[config.mk]
export PLATFORM = sky130hd
export DESIGN_NAME = i2c_slave_responder
export DESIGN_NICKNAME = d
export VERILOG_FILES = /design/src/rtl/i2c_slave_responder.sv
export SDC_FILE = /design/constraint.sdc
export NUM_CORES = 1
export LEC_CHECK = 0
export ABC_AREA = 1
export BUFFER_PORTS_ARGS = -buffer_cell sky130_fd_sc_hd__buf_2
export CORE_MARGIN = 10
export CORE_UTILIZATION = 57
export DETAILED_ROUTE_END_ITERATION = 10
export GPL_ROUTABILITY_DRIVEN = 0
export PLACE_DENSITY = 0.78
export RECOVER_POWER = 100
export SETUP_SLACK_MARGIN = 0.5
export SLEW_MARGIN = 5
export SYNTH_ARGS = -nofsm -noshare
export SYNTH_HDL_FRONTEND = slang
export SYNTH_SLANG_ARGS = --single-unit
[constraint.sdc]
create_clock -name clk_i -period 2.2 [get_ports clk_i]
set_clock_uncertainty 0.15 [all_clocks]
set_input_delay 0.44 -clock clk_i [delete_from_list [all_inputs] [get_ports clk_i]]
set_output_delay 0.44 -clock clk_i [all_outputs]
set_load 0.1 [all_outputs]
[src/rtl/i2c_slave_responder.sv]
// i2c_slave_responder: RTL I2C target for the I2CMB bus-side harness.
// Open-drain only: sda_oe_o / scl_oe_o = 1 pulls the wire low.
// Optional feature macro: I2C_SLV_STRETCH_EN (clock stretching on reads when
// the read byte is late). Without it scl_oe_o never asserts and a late byte
// goes out as 8'hFF.
module i2c_slave_responder #(
  parameter logic [6:0] SLAVE_ADDR  = 7'h22,
  parameter int         SYNC_STAGES = 2
) (
  input  logic       clk_i,
  input  logic       rst_n_i,
  input  logic       scl_i,
  input  logic       sda_i,
  output logic       sda_oe_o,
  output logic       scl_oe_o,
  output logic [7:0] wr_data_o,
  output logic       wr_valid_o,
  output logic       rd_req_o,
  input  logic [7:0] rd_data_i,
  input  logic       rd_valid_i,
  output logic       start_o,
  output logic       stop_o,
  output logic       busy_o
);

  typedef enum logic [3:0] {
    IDLE, ADDR, ADDR_ACK, WR_DATA, WR_ACK, RD_LOAD, RD_DATA, RD_ACKCHK, IGNORE
  } state_t;

  // synchronizers and edge history; reset high so an idle bus shows no edges
  logic [SYNC_STAGES-1:0] scl_sync, sda_sync;
  logic scl_s, sda_s, scl_d, sda_d;
  logic scl_rise, scl_fall, start_det, stop_det;

  state_t     state_q, state_n;
  logic [2:0] bit_cnt_q, bit_cnt_n;
  logic [7:0] shift_q, shift_n;
  logic       rw_q, rw_n;
  logic       sda_oe_q, sda_oe_n;
  logic       scl_oe_q, scl_oe_n;
  logic [7:0] wr_data_q, wr_data_n;
  logic       wr_valid_q, wr_valid_n;
  logic       rd_pend_q, rd_pend_n;   // request outstanding (drives rd_req_o)
  logic       rd_have_q, rd_have_n;   // a read byte is latched and unused
  logic [7:0] rd_buf_q, rd_buf_n;
  logic       rd_take, enter_rd;
  logic       start_q, stop_q, busy_q;

  assign scl_s = scl_sync[SYNC_STAGES-1];
  assign sda_s = sda_sync[SYNC_STAGES-1];

  assign scl_rise  =  scl_s & ~scl_d;
  assign scl_fall  = ~scl_s &  scl_d;
  assign start_det =  scl_s &  scl_d &  sda_d & ~sda_s;
  assign stop_det  =  scl_s &  scl_d & ~sda_d &  sda_s;

  assign rd_take = rd_pend_q & rd_valid_i;

  // bring bus lines into the clock domain and keep one cycle of history
  always_ff @(posedge clk_i or negedge rst_n_i) begin
    if (!rst_n_i) begin
      scl_sync <= '1;
      sda_sync <= '1;
      scl_d    <= 1'b1;
      sda_d    <= 1'b1;
    end else begin
      scl_sync <= {scl_sync[SYNC_STAGES-2:0], scl_i};
      sda_sync <= {sda_sync[SYNC_STAGES-2:0], sda_i};
      scl_d    <= scl_s;
      sda_d    <= sda_s;
    end
  end

  // bus condition pulses and busy window
  always_ff @(posedge clk_i or negedge rst_n_i) begin
    if (!rst_n_i) begin
      start_q <= 1'b0;
      stop_q  <= 1'b0;
      busy_q  <= 1'b0;
    end else begin
      start_q <= start_det;
      stop_q  <= stop_det;
      if (start_det)     busy_q <= 1'b1;
      else if (stop_det) busy_q <= 1'b0;
    end
  end

  // FSM and datapath registers
  always_ff @(posedge clk_i or negedge rst_n_i) begin
    if (!rst_n_i) begin
      state_q    <= IDLE;
      bit_cnt_q  <= 3'd0;
      shift_q    <= 8'h00;
      rw_q       <= 1'b0;
      sda_oe_q   <= 1'b0;
      scl_oe_q   <= 1'b0;
      wr_data_q  <= 8'h00;
      wr_valid_q <= 1'b0;
      rd_pend_q  <= 1'b0;
      rd_have_q  <= 1'b0;
      rd_buf_q   <= 8'h00;
    end else begin
      state_q    <= state_n;
      bit_cnt_q  <= bit_cnt_n;
      shift_q    <= shift_n;
      rw_q       <= rw_n;
      sda_oe_q   <= sda_oe_n;
      scl_oe_q   <= scl_oe_n;
      wr_data_q  <= wr_data_n;
      wr_valid_q <= wr_valid_n;
      rd_pend_q  <= rd_pend_n;
      rd_have_q  <= rd_have_n;
      rd_buf_q   <= rd_buf_n;
    end
  end

  // next-state: bits sampled on SCL rise, SDA moved only right after SCL fall
  always_comb begin
    state_n    = state_q;
    bit_cnt_n  = bit_cnt_q;
    shift_n    = shift_q;
    rw_n       = rw_q;
    sda_oe_n   = sda_oe_q;
    scl_oe_n   = scl_oe_q;
    wr_data_n  = wr_data_q;
    wr_valid_n = 1'b0;
    rd_pend_n  = rd_pend_q & ~rd_valid_i;
    rd_have_n  = rd_have_q | rd_take;
    rd_buf_n   = rd_take ? rd_data_i : rd_buf_q;
    enter_rd   = 1'b0;

    case (state_q)
      ADDR: begin
        if (scl_rise) begin
          shift_n   = {shift_q[6:0], sda_s};
          bit_cnt_n = bit_cnt_q + 3'd1;
          if (bit_cnt_q == 3'd7) begin
            rw_n    = sda_s;
            state_n = (shift_q[6:0] == SLAVE_ADDR) ? ADDR_ACK : IGNORE;
          end
        end
      end
      ADDR_ACK: begin
        // first fall starts the ACK slot; a read leaves on the ACK rise so
        // the user gets half an SCL period before bit7 is due
        if (scl_fall) begin
          if (!sda_oe_q) sda_oe_n = 1'b1;
          else begin
            sda_oe_n = 1'b0;
            state_n  = WR_DATA;
          end
        end else if (scl_rise && sda_oe_q && rw_q) begin
          state_n  = RD_LOAD;
          enter_rd = 1'b1;
        end
      end
      WR_DATA: begin
        if (scl_rise) begin
          shift_n   = {shift_q[6:0], sda_s};
          bit_cnt_n = bit_cnt_q + 3'd1;
          if (bit_cnt_q == 3'd7) state_n = WR_ACK;
        end
      end
      WR_ACK: begin
        if (scl_fall) begin
          if (!sda_oe_q) begin
            sda_oe_n   = 1'b1;
            wr_data_n  = shift_q;
            wr_valid_n = 1'b1;
          end else begin
            sda_oe_n = 1'b0;
            state_n  = WR_DATA;
          end
        end
      end
      RD_LOAD: begin
        // act only at the fall that opens bit7 (or while stretching it)
        if (scl_fall || scl_oe_q) begin
          if (rd_have_q) begin
            shift_n   = rd_buf_q;
            sda_oe_n  = ~rd_buf_q[7];
            rd_have_n = 1'b0;
            bit_cnt_n = 3'd0;
            state_n   = RD_DATA;
          end else if (scl_fall) begin
`ifdef I2C_SLV_STRETCH_EN
            scl_oe_n  = 1'b1;
            sda_oe_n  = 1'b0;
`else
            // late byte: send all ones, request stays open for the next byte
            shift_n   = 8'hFF;
            sda_oe_n  = 1'b0;
            bit_cnt_n = 3'd0;
            state_n   = RD_DATA;
`endif
          end
        end
      end
      RD_DATA: begin
        // bit7 already on SDA; let SCL go one clk later
        scl_oe_n = 1'b0;
        if (scl_rise) bit_cnt_n = bit_cnt_q + 3'd1;
        else if (scl_fall) begin
          if (bit_cnt_q != 3'd0) begin
            shift_n  = {shift_q[6:0], 1'b1};
            sda_oe_n = ~shift_q[6];
          end else begin
            sda_oe_n = 1'b0;
            state_n  = RD_ACKCHK;
          end
        end
      end
      RD_ACKCHK: begin
        if (scl_rise) begin
          if (!sda_s) begin
            state_n  = RD_LOAD;
            enter_rd = 1'b1;
          end else state_n = IGNORE;
        end
      end
      default: ;
    endcase

    if (enter_rd && !rd_have_q && !rd_pend_q) rd_pend_n = 1'b1;

    // bus conditions override everything
    if (start_det || stop_det) begin
      state_n   = start_det ? ADDR : IDLE;
      bit_cnt_n = 3'd0;
      sda_oe_n  = 1'b0;
      scl_oe_n  = 1'b0;
      rd_pend_n = 1'b0;
      rd_have_n = 1'b0;
    end
  end

  assign sda_oe_o   = sda_oe_q;
  assign scl_oe_o   = scl_oe_q;
  assign wr_data_o  = wr_data_q;
  assign wr_valid_o = wr_valid_q;
  assign rd_req_o   = rd_pend_q;
  assign start_o    = start_q;
  assign stop_o     = stop_q;
  assign busy_o     = busy_q | stop_q;

endmodule

==> impl_metrics.toml, run 1 <==
[critical_path]
r2r-end = "bit_cnt_q[1]"
cp-start-kind = "flop"
critPathBufInv = 3
critical_path_class = "reg -> reg"
cpLargestDelayFamily = "simple AND/OR/NAND/NOR gates"
required_ps = 2270
critPathCaptureType = "flop"
path_cells = "nand2_1, clkinvlp_2, nand3_4, nand2_4, buf_4, buf_4, nor2_1, nand2_1, o21ai_0"
timing.rr.start = "scl_sync[1]"
rrSetupSlack_ps = 250
reg2regPathDepth = 9
slowest_delay_ps = 400
crit_cells = 9
arrival_ps = 2010
cp_max_fo = 6
crit_path_top_delay_cell = "dfstp_1"

[final_layout]
antenna_cells = 0
nets = 335
drive_gt1_share_pct = 41.88
finalNonFillerCells = 370
syn_to_final_growth_pct = 26.81

[global_route]
grt_antenna_before_repair = 0
grt_usage_pct = 14.28
overflow = 0
grt_pass1_wl_um = 8487
grt_pass1_vias = 1811
grt_max_degree = 34

[clocking]
clk_pin_slew_ps = 100
clock_path_buffers = 2
htreeDepth = 2
root_buffer = "clkbuf_8"
clock_latency_ps = 310
cts_tree = "yes"
clock-sinks = 45
ctsHoldBuffers = 0
cts_buffers = 5

[synthesis]
syn_avg_cell_area_um2 = 8.990
yosys.area.top_type_share_pct = 41.91
synth_area_leaders = "dfrtp_1, nand2_1, dfstp_2"
async_flop_share_pct = 100.0
ys_ff_latch = 45
syn-cell-area_um2 = 2328
synth_edf_count = 0
synth_cells = 259
seq_area_frac_synth_pct = 48.68
ys_types = 33
yosys.area.top_type = "dfrtp_1"
ys.warnings.count = 0
synth_fp_nets = 275
synthFlopType = "dfrtp_1"

[sta]
period_share_pct = 88.43
hold_viol_final = 0
final-setup-viol-count = 0
slew_violations = 0
holdWs_ps = 20.90
rsz0062_at_grt = "true"
tns_ps = 0
maxSlewHeadroom_pct = 53.07
fmax_mhz = 514.0
tightestPinTransition_ps = 704.0
period_needed_ps = 1945

[routing]
drcViolationCount = 0
drt_iter0_drc = 245
vias_per_cell = 5.478
drtAntennaViolNets = 0
wl_per_cell_um = 15.82
vias = 2027
dr.pass1.iters = 4
routed_wl_um = 5852

[flow_run]
cap_violations = 0

[placed_design]
placed_cells = 334
io_buffers = 26
hpwl_um = 3521

[floorplanning]
boundaryPins = 28
die_width_um = 83.92
rows = 23
start_util_pct = 58.63
die_area_um2 = 7042
die_h_um = 83.92
core-area_um2 = 3971

[status]
status = "complete, no violations"

[hold_path]
min_path_type = "in -> async"

[power]
leakage_nw = 1.506
power.density_nw_per_um2 = 691.5
vdd_drop_max_v = 0.0004612
[registers in the layout, indices dropped and copies added (netlist names), 2 cells and up]
register / cells
bit_cnt_q: 3
wr_data_o: 8
scl_sync: 2
rd_buf_q: 8
state_q: 4
shift_q: 8
sda_sync: 2
[cells in the final DEF, fill, tap and decap left out, types with 2 or more instances in the layout]
master	count
buf_4	24
nand3_1	16
nand2_1	53
dfstp_2	4
mux2_2	8
inv_1	21
nor2_8	2
nor2_4	9
buf_2	12
o21ai_2	10
a21oi_1	4
nor2_1	21
clkbuf_1	4
nand2_2	5
inv_6	3
o211ai_1	8
dfrtp_1	33
nor2_2	2
nand2_4	8
clkbuf_2	14
inv_4	3
nand4_1	2
o21ai_0	12
inv_2	6
nand3_2	2
o21ai_1	5
clkbuf_8	5
ha_2	2
dfrtp_2	6
dfstp_1	2
[layout make-up]
cell class / count / area [µm²]
multi-input combinational: 180 / 1162
sequential: 45 / 1141
fill: 284 / 1018
timing repair buffer: 55 / 336.6
inverter: 32 / 133.9
clock buffer: 5 / 68.82
tap: 50 / 62.56
clock inverter: 3 / 47.55
[worst max path at each step]
| stage | end | startpoint |
|---|---|---|
| after floorplan | busy_o | stop_o |
| after global placement | state_q[1] | sda_sync[1] |
| after detailed placement | state_q[0] | sda_sync[1] |
| after CTS | state_q[0] | scl_sync[1] |
| after global routing | state_q[1] | scl_sync[1] |
| final | bit_cnt_q[1] | scl_sync[1] |
[per-stage QoR]
stage | util (%) | power, W | worst slack, ps | instance area (µm²)
final | 74.35 | 0.002042 | 254.6 | 2953
after CTS | 68.81 | 0.001999 | 449.7 | 2733
after detailed placement | 63.11 | 0.001301 | 300.3 | 2506
after global routing | 74.35 | 0.002129 | 190.5 | 2953
after floorplan | - | 0.001217 | 420.6 | 2332
after global placement | 63.11 | 0.001293 | 320.2 | 2506
[cells in the mapped netlist (2+ instances only)]
master and number:
nand2_1 59, dfrtp_1 39, inv_1 26, nor2_1 25, nand3_1 18, o21ai_1 10
o21ai_2 9, mux2_2 8, o21ai_0 8, dfstp_2 6, o211ai_1 6, inv_2 5
nand2_2 5, a21oi_1 4, ha_1 3, nand2_4 3, nor2_2 3, nor2_4 3
nand4_1 2, nor2_8 2, nor3_1 2, o211ai_2 2
[routing by layer]
layer  up-vias  wire length [µm]  track usage, %
met5         -                 0               0
met4         0               143           5.023
met3        12               372           4.395
met2        84              2779           22.23
met1       962              2557           18.13
li1        969                 -               -
[where the power goes]
part / total [W] / switching, W / leakage, nW / internal, W
registers: 0.000925 / 0.0000404 / 0.589 / 0.000884
clock network: 0.000647 / 0.000301 / 0.0591 / 0.000347
logic: 0.000470 / 0.000321 / 0.858 / 0.000149
[kinds of logic after synthesis]
logic type / after synthesis / share of synthesized area, %
and+or+nand+nor: 124 / 25.85
buffers and inverters: 35 / 6.717
AOI/OAI and AO/OA: 43 / 13.11
muxes: 8 / 3.869
DFF: 45 / 48.68
adders and majority gates: 3 / 1.612
other: 1 / 0.1610
[repair_timing]
item / in CTS / in global routing
setup buffers: 8 / 19
setup endpoints to repair: 21 / 34
pin swaps: 5 / 13
cloned: 0 / 1
resized for setup: 21 / 49
Note: power is estimated with default switching activity, not from simulation.
==> inputs of run 2 (changes only) <==
Settings changed: ABC_AREA 1 to default, PLACE_DENSITY 0.78 to 0.79.
==> run 2 against run 1 <==
  * Worst setup slack lost 150 ps
  * Synthesized area shrank 5.1%
  * First-iteration DRC count shrank 19%
  * Synthesized cell count shrank 20%
  * Critical path type unchanged
  * Largest power group unchanged
==> impl_metrics.toml, run 2 <==
[synthesis]
synthFlopType = "dfrtp_1"
synth_edf_count = 0
ys_ff_latch = 45
syn-cell-area_um2 = 2210
yosys-top-cells-count = "dfrtp_1, o21ai_0, nand2_1, nor2_1, mux2_2"
synthSimpleGateAreaFrac_pct = 18.63
synth_cells = 208
synth_mux_area_share_pct = 9.853
ys.warnings.count = 0
ys_types = 46
synth_compound_area_share_pct = 15.01
yosys.area.top_type_share_pct = 44.17
synth_area_leaders = "dfrtp_1, dfstp_2, o21ai_0"
synth_xor_area_share_pct = 0
yosys.area.top_type = "dfrtp_1"
syn_avg_cell_area_um2 = 10.62
synthAdderAreaFrac_pct = 1.699
async_flop_share_pct = 100.0
synth_fp_nets = 224
synth_top_family_by_area = "simple AND/OR/NAND/NOR gates"
yosys.cell_count.top_type = "dfrtp_1"
seq_area_frac_synth_pct = 51.30

[routing]
wl_per_cell_um = 18.08
drt_iter0_drc = 198
vias_per_cell = 5.944
drcViolationCount = 0
dr.pass1.iters = 4
drtAntennaViolNets = 0
routed_wl_um = 5514
vias = 1813

[sta]
hold_viol_final = 0
period_share_pct = 95.26
rsz0062_at_grt = "true"
maxSlewHeadroom_pct = 30.53
tns_ps = 0
period_needed_ps = 2096
setup_slack_ps = 104.2
fmax_mhz = 477.1
slew_violations = 0
final-setup-viol-count = 0
tightestPinTransition_ps = 1042

[final_layout]
final_cell_mix = "dfrtp_1, o21ai_0, nand2_1"
stdcell_area_um2 = 2781
antenna_cells = 0
num-fill-cells = 258
drive_gt1_share_pct = 39.30
seq_area_um2 = 1145
multiInputGateArea_um2 = 1089
postLayoutCoreUtil_pct = 74.85
final_common_cell = "dfrtp_1"
syn_to_final_growth_pct = 25.88
nets = 272

[global_route]
grt_antenna_before_repair = 0
grt_pass1_vias = 1769
overflow = 0
grt_pass1_wl_um = 8569
grt_usage_pct = 16.18
grt_max_degree = 28

[floorplanning]
core-area_um2 = 3716
boundaryPins = 28
rows = 22
die_h_um = 82.26
start_util_pct = 59.46
die_area_um2 = 6767
die_width_um = 82.26

[critical_path]
required_ps = 2280
path_cells = "nor2b_4, nor4_1, a221o_2, buf_4, nand3_2, o21ai_2"
critPathCaptureType = "flop"
cpLargestDelayFamily = "flip-flops"
slowest_delay_ps = 710
cp-start-kind = "flop"
critPathBufInv = 1
cp_max_fo = 6
crit_path_top_delay_cell = "dfstp_1"
arrival_ps = 2180
critical_path_class = "reg -> reg"

[clocking]
clk_pin_slew_ps = 80
clock_path_buffers = 2
clock_latency_ps = 310
cts_tree = "yes"
htreeDepth = 2
cts_buffers = 5
root_buffer = "clkbuf_8"
clock-sinks = 45

[placed_design]
placed_area_um2 = 2454
pre_cts_slack_ps = 236.1
hpwl_um = 3471
io_buffers = 26

[flow_run]
cap_violations = 0

[hold_path]
min_path_type = "in -> reg"

[status]
status = "complete, no violations"

[power]
vdd_drop_max_v = 0.0006846
leakage_nw = 1.270
power.density_nw_per_um2 = 637.0
[run 2: cell count changes after synthesis, moves of 6 or more]
cell      delta
o21ai_0     +16
nand3_1     -12
nand2_1     -40
nand3b_1     +8
inv_1       -20
mux2_4       +7
nand2b_1     +7
nor2_1      -12
nor2b_1      +6
o21ai_1     -10
o21ai_2      -9
o211ai_1     -6
[run 2: final cells by class]
class / count / share of cell area [%]
flip-flops and latches: 45 / 41.16
multi-input cells: 149 / 39.14
repair buffers: 49 / 11.92
clock buffers: 5 / 2.474
clock inverters: 3 / 2.339
well taps: 48 / 2.159
inverters: 6 / 0.8097
[run 2: kinds of logic after synthesis]
group,Yosys count
AND/OR/NAND/NOR,74
other,1
adder cells (fa/ha/maj),3
multiplexers,17
AO/OA/AOI/OAI,53
flip-flops,45
buffers and inverters,15
[run 2: timing repair]
action / 4_1_cts / 5_1_grt
buffers inserted: 10 / 5
hold buffers: 1 / 0
setup endpoints to repair: 30 / 34
gates cloned: 1 / 0
pin swaps: 5 / 0
endpoints found under the hold margin: 17 / 0
resized for setup: 25 / 16
[run 2: where the power goes]
part	switching, W	internal [W]
registers	0.0000197	0.000860
logic	0.0000949	0.0000664
clock network	0.000280	0.000451
total	0.000394	0.00138
[run 2: path summary, 6_finish.rpt]
check / slack [ps] / startpoint / depth (start not counted) / to
min: 90 / scl_i / 1 / scl_sync[0]
max: 100 / scl_sync[1] / 6 / state_q[1]
min reg2reg: 210 / sda_sync[0] / 0 / sda_sync[1]
max in group asynchronous: 460 / rst_n_i / 3 / scl_d
max reg2reg: 100 / scl_sync[1] / 6 / state_q[1]
min in group asynchronous: 670 / rst_n_i / 2 / wr_data_o[0]
[run 2: worst reg2reg max path: cells and delay by family, from the launching register on]
family / cells / cell delay (ps)
simple gates: 3 / 610
flops: 1 / 710
buf+inv: 1 / 160
compound gates: 2 / 400
[run 2: through the flow]
step	hold slack [ps]	std cells	power, W
5_1_grt	71.51	305	0.001841
3_3_place_gp	196.5	280	0.001028
3_5_place_dp	198.8	280	0.001033
2_1_floorplan	-5.591	208	0.0009825
6_report	85.71	305	0.001772
4_1_cts	80.69	300	0.001779
[run 2: routing by layer]
layer	GRT usage [%]	wire length, µm	vias to the layer above
met5	0	0	-
met4	7.823	173	0
met3	4.752	402	20
met2	25.82	2702	71
met1	19.61	2235	882
li1	-	-	840
==> inputs of run 3 (changes only) <==
Settings changed: CORE_UTILIZATION 57 to 40, PLACE_DENSITY 0.79 to default.
==> run 3 against run 2 <==
  * Clock power shrank 11%
  * Sequential power barely moved
  * Combinational power is 7% lower
  * Worst setup slack gained 130 ps
  * Register-to-register slack better by 130 ps
  * Non-clock buffer count is 3 lower
  * First-iteration DRC count fell by 49%
  * Critical path depth unchanged
  * Global-route usage shrank 4.4 points
  * Worst hold slack lost 6.3 ps
  * Critical path type unchanged
  * Highest routed layer unchanged
==> impl_metrics.toml, run 3 (synthesis results as in run 2) <==
[critical_path]
critical_path_class = "reg -> reg"
path_cells = "nor2b_1, nor4_1, buf_4, a221o_2, a211oi_2, a221oi_2"
arrival_ps = 2000
cp-start-kind = "flop"
slowest_delay_ps = 590
required_ps = 2230
crit_cells = 6
reg2regPathDepth = 6
cp_max_fo = 7
cpLargestDelayFamily = "compound AO/OA/AOI/OAI gates"
critPathCaptureType = "flop"
crit_path_top_delay_cell = "dfstp_2"
critPathBufInv = 1

[sta]
maxSlewHeadroom_pct = 33.65
tightestPinTransition_ps = 995.2
slew_violations = 0
final-setup-viol-count = 0
rsz0062_at_grt = "true"
period_share_pct = 89.27
fmax_mhz = 509.2
period_needed_ps = 1964
tns_ps = 0
hold_viol_final = 0
setup_slack_ps = 236.1

[final_layout]
finalNonFillerCells = 325
nets = 268
final_cell_mix = "dfrtp_1, o21ai_0, nand2_1"
final_common_cell = "dfrtp_1"
antenna_cells = 0
stdcell_area_um2 = 2725
drive_gt1_share_pct = 35.97
syn_to_final_growth_pct = 23.33
postLayoutCoreUtil_pct = 50.10

[placed_design]
pre_cts_slack_ps = 248.8
io_buffers = 26
placed_area_um2 = 2499
placed_cells = 306
hpwl_um = 3429

[power]
p_int_w = 0.001266
vdd_drop_max_v = 0.0003273
power.combinational.fraction_pct = 8.9
power.density_nw_per_um2 = 616.9
p_seq_share_pct = 52.2
switchingPower_w = 0.0004149
swShare_pct = 24.68
pwr-share-clk_pct = 38.9
leakage_nw = 1.216

[clocking]
clock_path_buffers = 2
cts_tree = "yes"
clk_pin_slew_ps = 90
root_buffer = "clkbuf_8"
clock-sinks = 45
clock_latency_ps = 300
cts_buffers = 5
htreeDepth = 2

[global_route]
grt_max_degree = 30
grt_pass1_wl_um = 8424
grt_usage_pct = 11.73
overflow = 0
grt_pass1_vias = 1717
grt_antenna_before_repair = 0

[floorplanning]
die_h_um = 94.33
die_area_um2 = 8897
core-area_um2 = 5439
start_util_pct = 40.63
die_width_um = 94.33
rows = 27
boundaryPins = 28

[flow_run]
cap_violations = 0

[hold_path]
min_path_type = "in -> reg"
worstHoldPathCells = 1

[routing]
dr.pass1.iters = 4
drt_iter0_drc = 100
vias = 1685
drcViolationCount = 0
wl_per_cell_um = 15.00
vias_per_cell = 5.185
drtAntennaViolNets = 0
routed_wl_um = 4876

[status]
status = "complete, no violations"
-- run 3: cell count changes in the layout (fill, tap and decap cells not counted), sizes merged --
| cell | before | now |
|---|---|---|
| buf | 31 | 25 |
| bufinv | 2 | 1 |
| clkbuf | 22 | 25 |
| inv | 6 | 7 |
| or4 | 2 | 1 |
-- run 3: area by class of cell --
cell class / count / area (µm²)
Clock inverter: 3 / 50.05
Fill cell: 509 / 2714
Inverter: 6 / 22.52
Sequential cell: 45 / 1144
Multi-Input combinational cell: 148 / 1047
Tap cell: 72 / 90.09
Clock buffer: 5 / 68.82
Timing Repair Buffer: 46 / 302.8
-- run 3: path summary, 6_finish.rpt --
kind                             startpoint           to  slack (ps)
worst min-delay path                  scl_i  scl_sync[0]          80
worst max-delay path                  scl_d   state_q[0]         240
max in group asynchronous           rst_n_i        sda_d         480
min in group asynchronous           rst_n_i   shift_q[4]         660
worst min register to register  sda_sync[0]  sda_sync[1]         210
worst max register to register        scl_d   state_q[0]         240
-- run 3: timing repair --
item                                    4_1_cts  5_1_grt
buffers inserted                              6        4
hold endpoints to repair                     16        0
resized for setup                            22       21
pin swaps                                     3        4
hold buffers                                  1        0
endpoints found under the setup margin       30       34
-- run 3: metrics by stage --
| stage | total power (W) | hold WS [ps] |
|---|---|---|
| CTS | 0.001716 | 72.77 |
| detailed placement | 0.001036 | 196.9 |
| floorplan | 0.0009825 | -5.591 |
| global placement | 0.001032 | 195.7 |
| finish | 0.001681 | 79.43 |
| global route | 0.001753 | 61.19 |
-- run 3: metal layers --
metal	up-vias	GRT usage (%)	wire, µm
met1	808	15.13	2270
li1	830	-	-
met3	9	3.357	312
met5	-	0	0
met2	38	18.08	2200
met4	0	4.684	92
-- run 3: power groups by stage --
stage / logic [W] / clock network [W] / registers [W]
2_1_floorplan: 0.0000879 / 0 / 0.000895
3_3_place_gp: 0.000138 / 0 / 0.000894
3_5_place_dp: 0.000140 / 0 / 0.000895
4_1_cts: 0.000163 / 0.000672 / 0.000880
5_1_grt: 0.000163 / 0.000707 / 0.000883
6_report: 0.000149 / 0.000654 / 0.000878
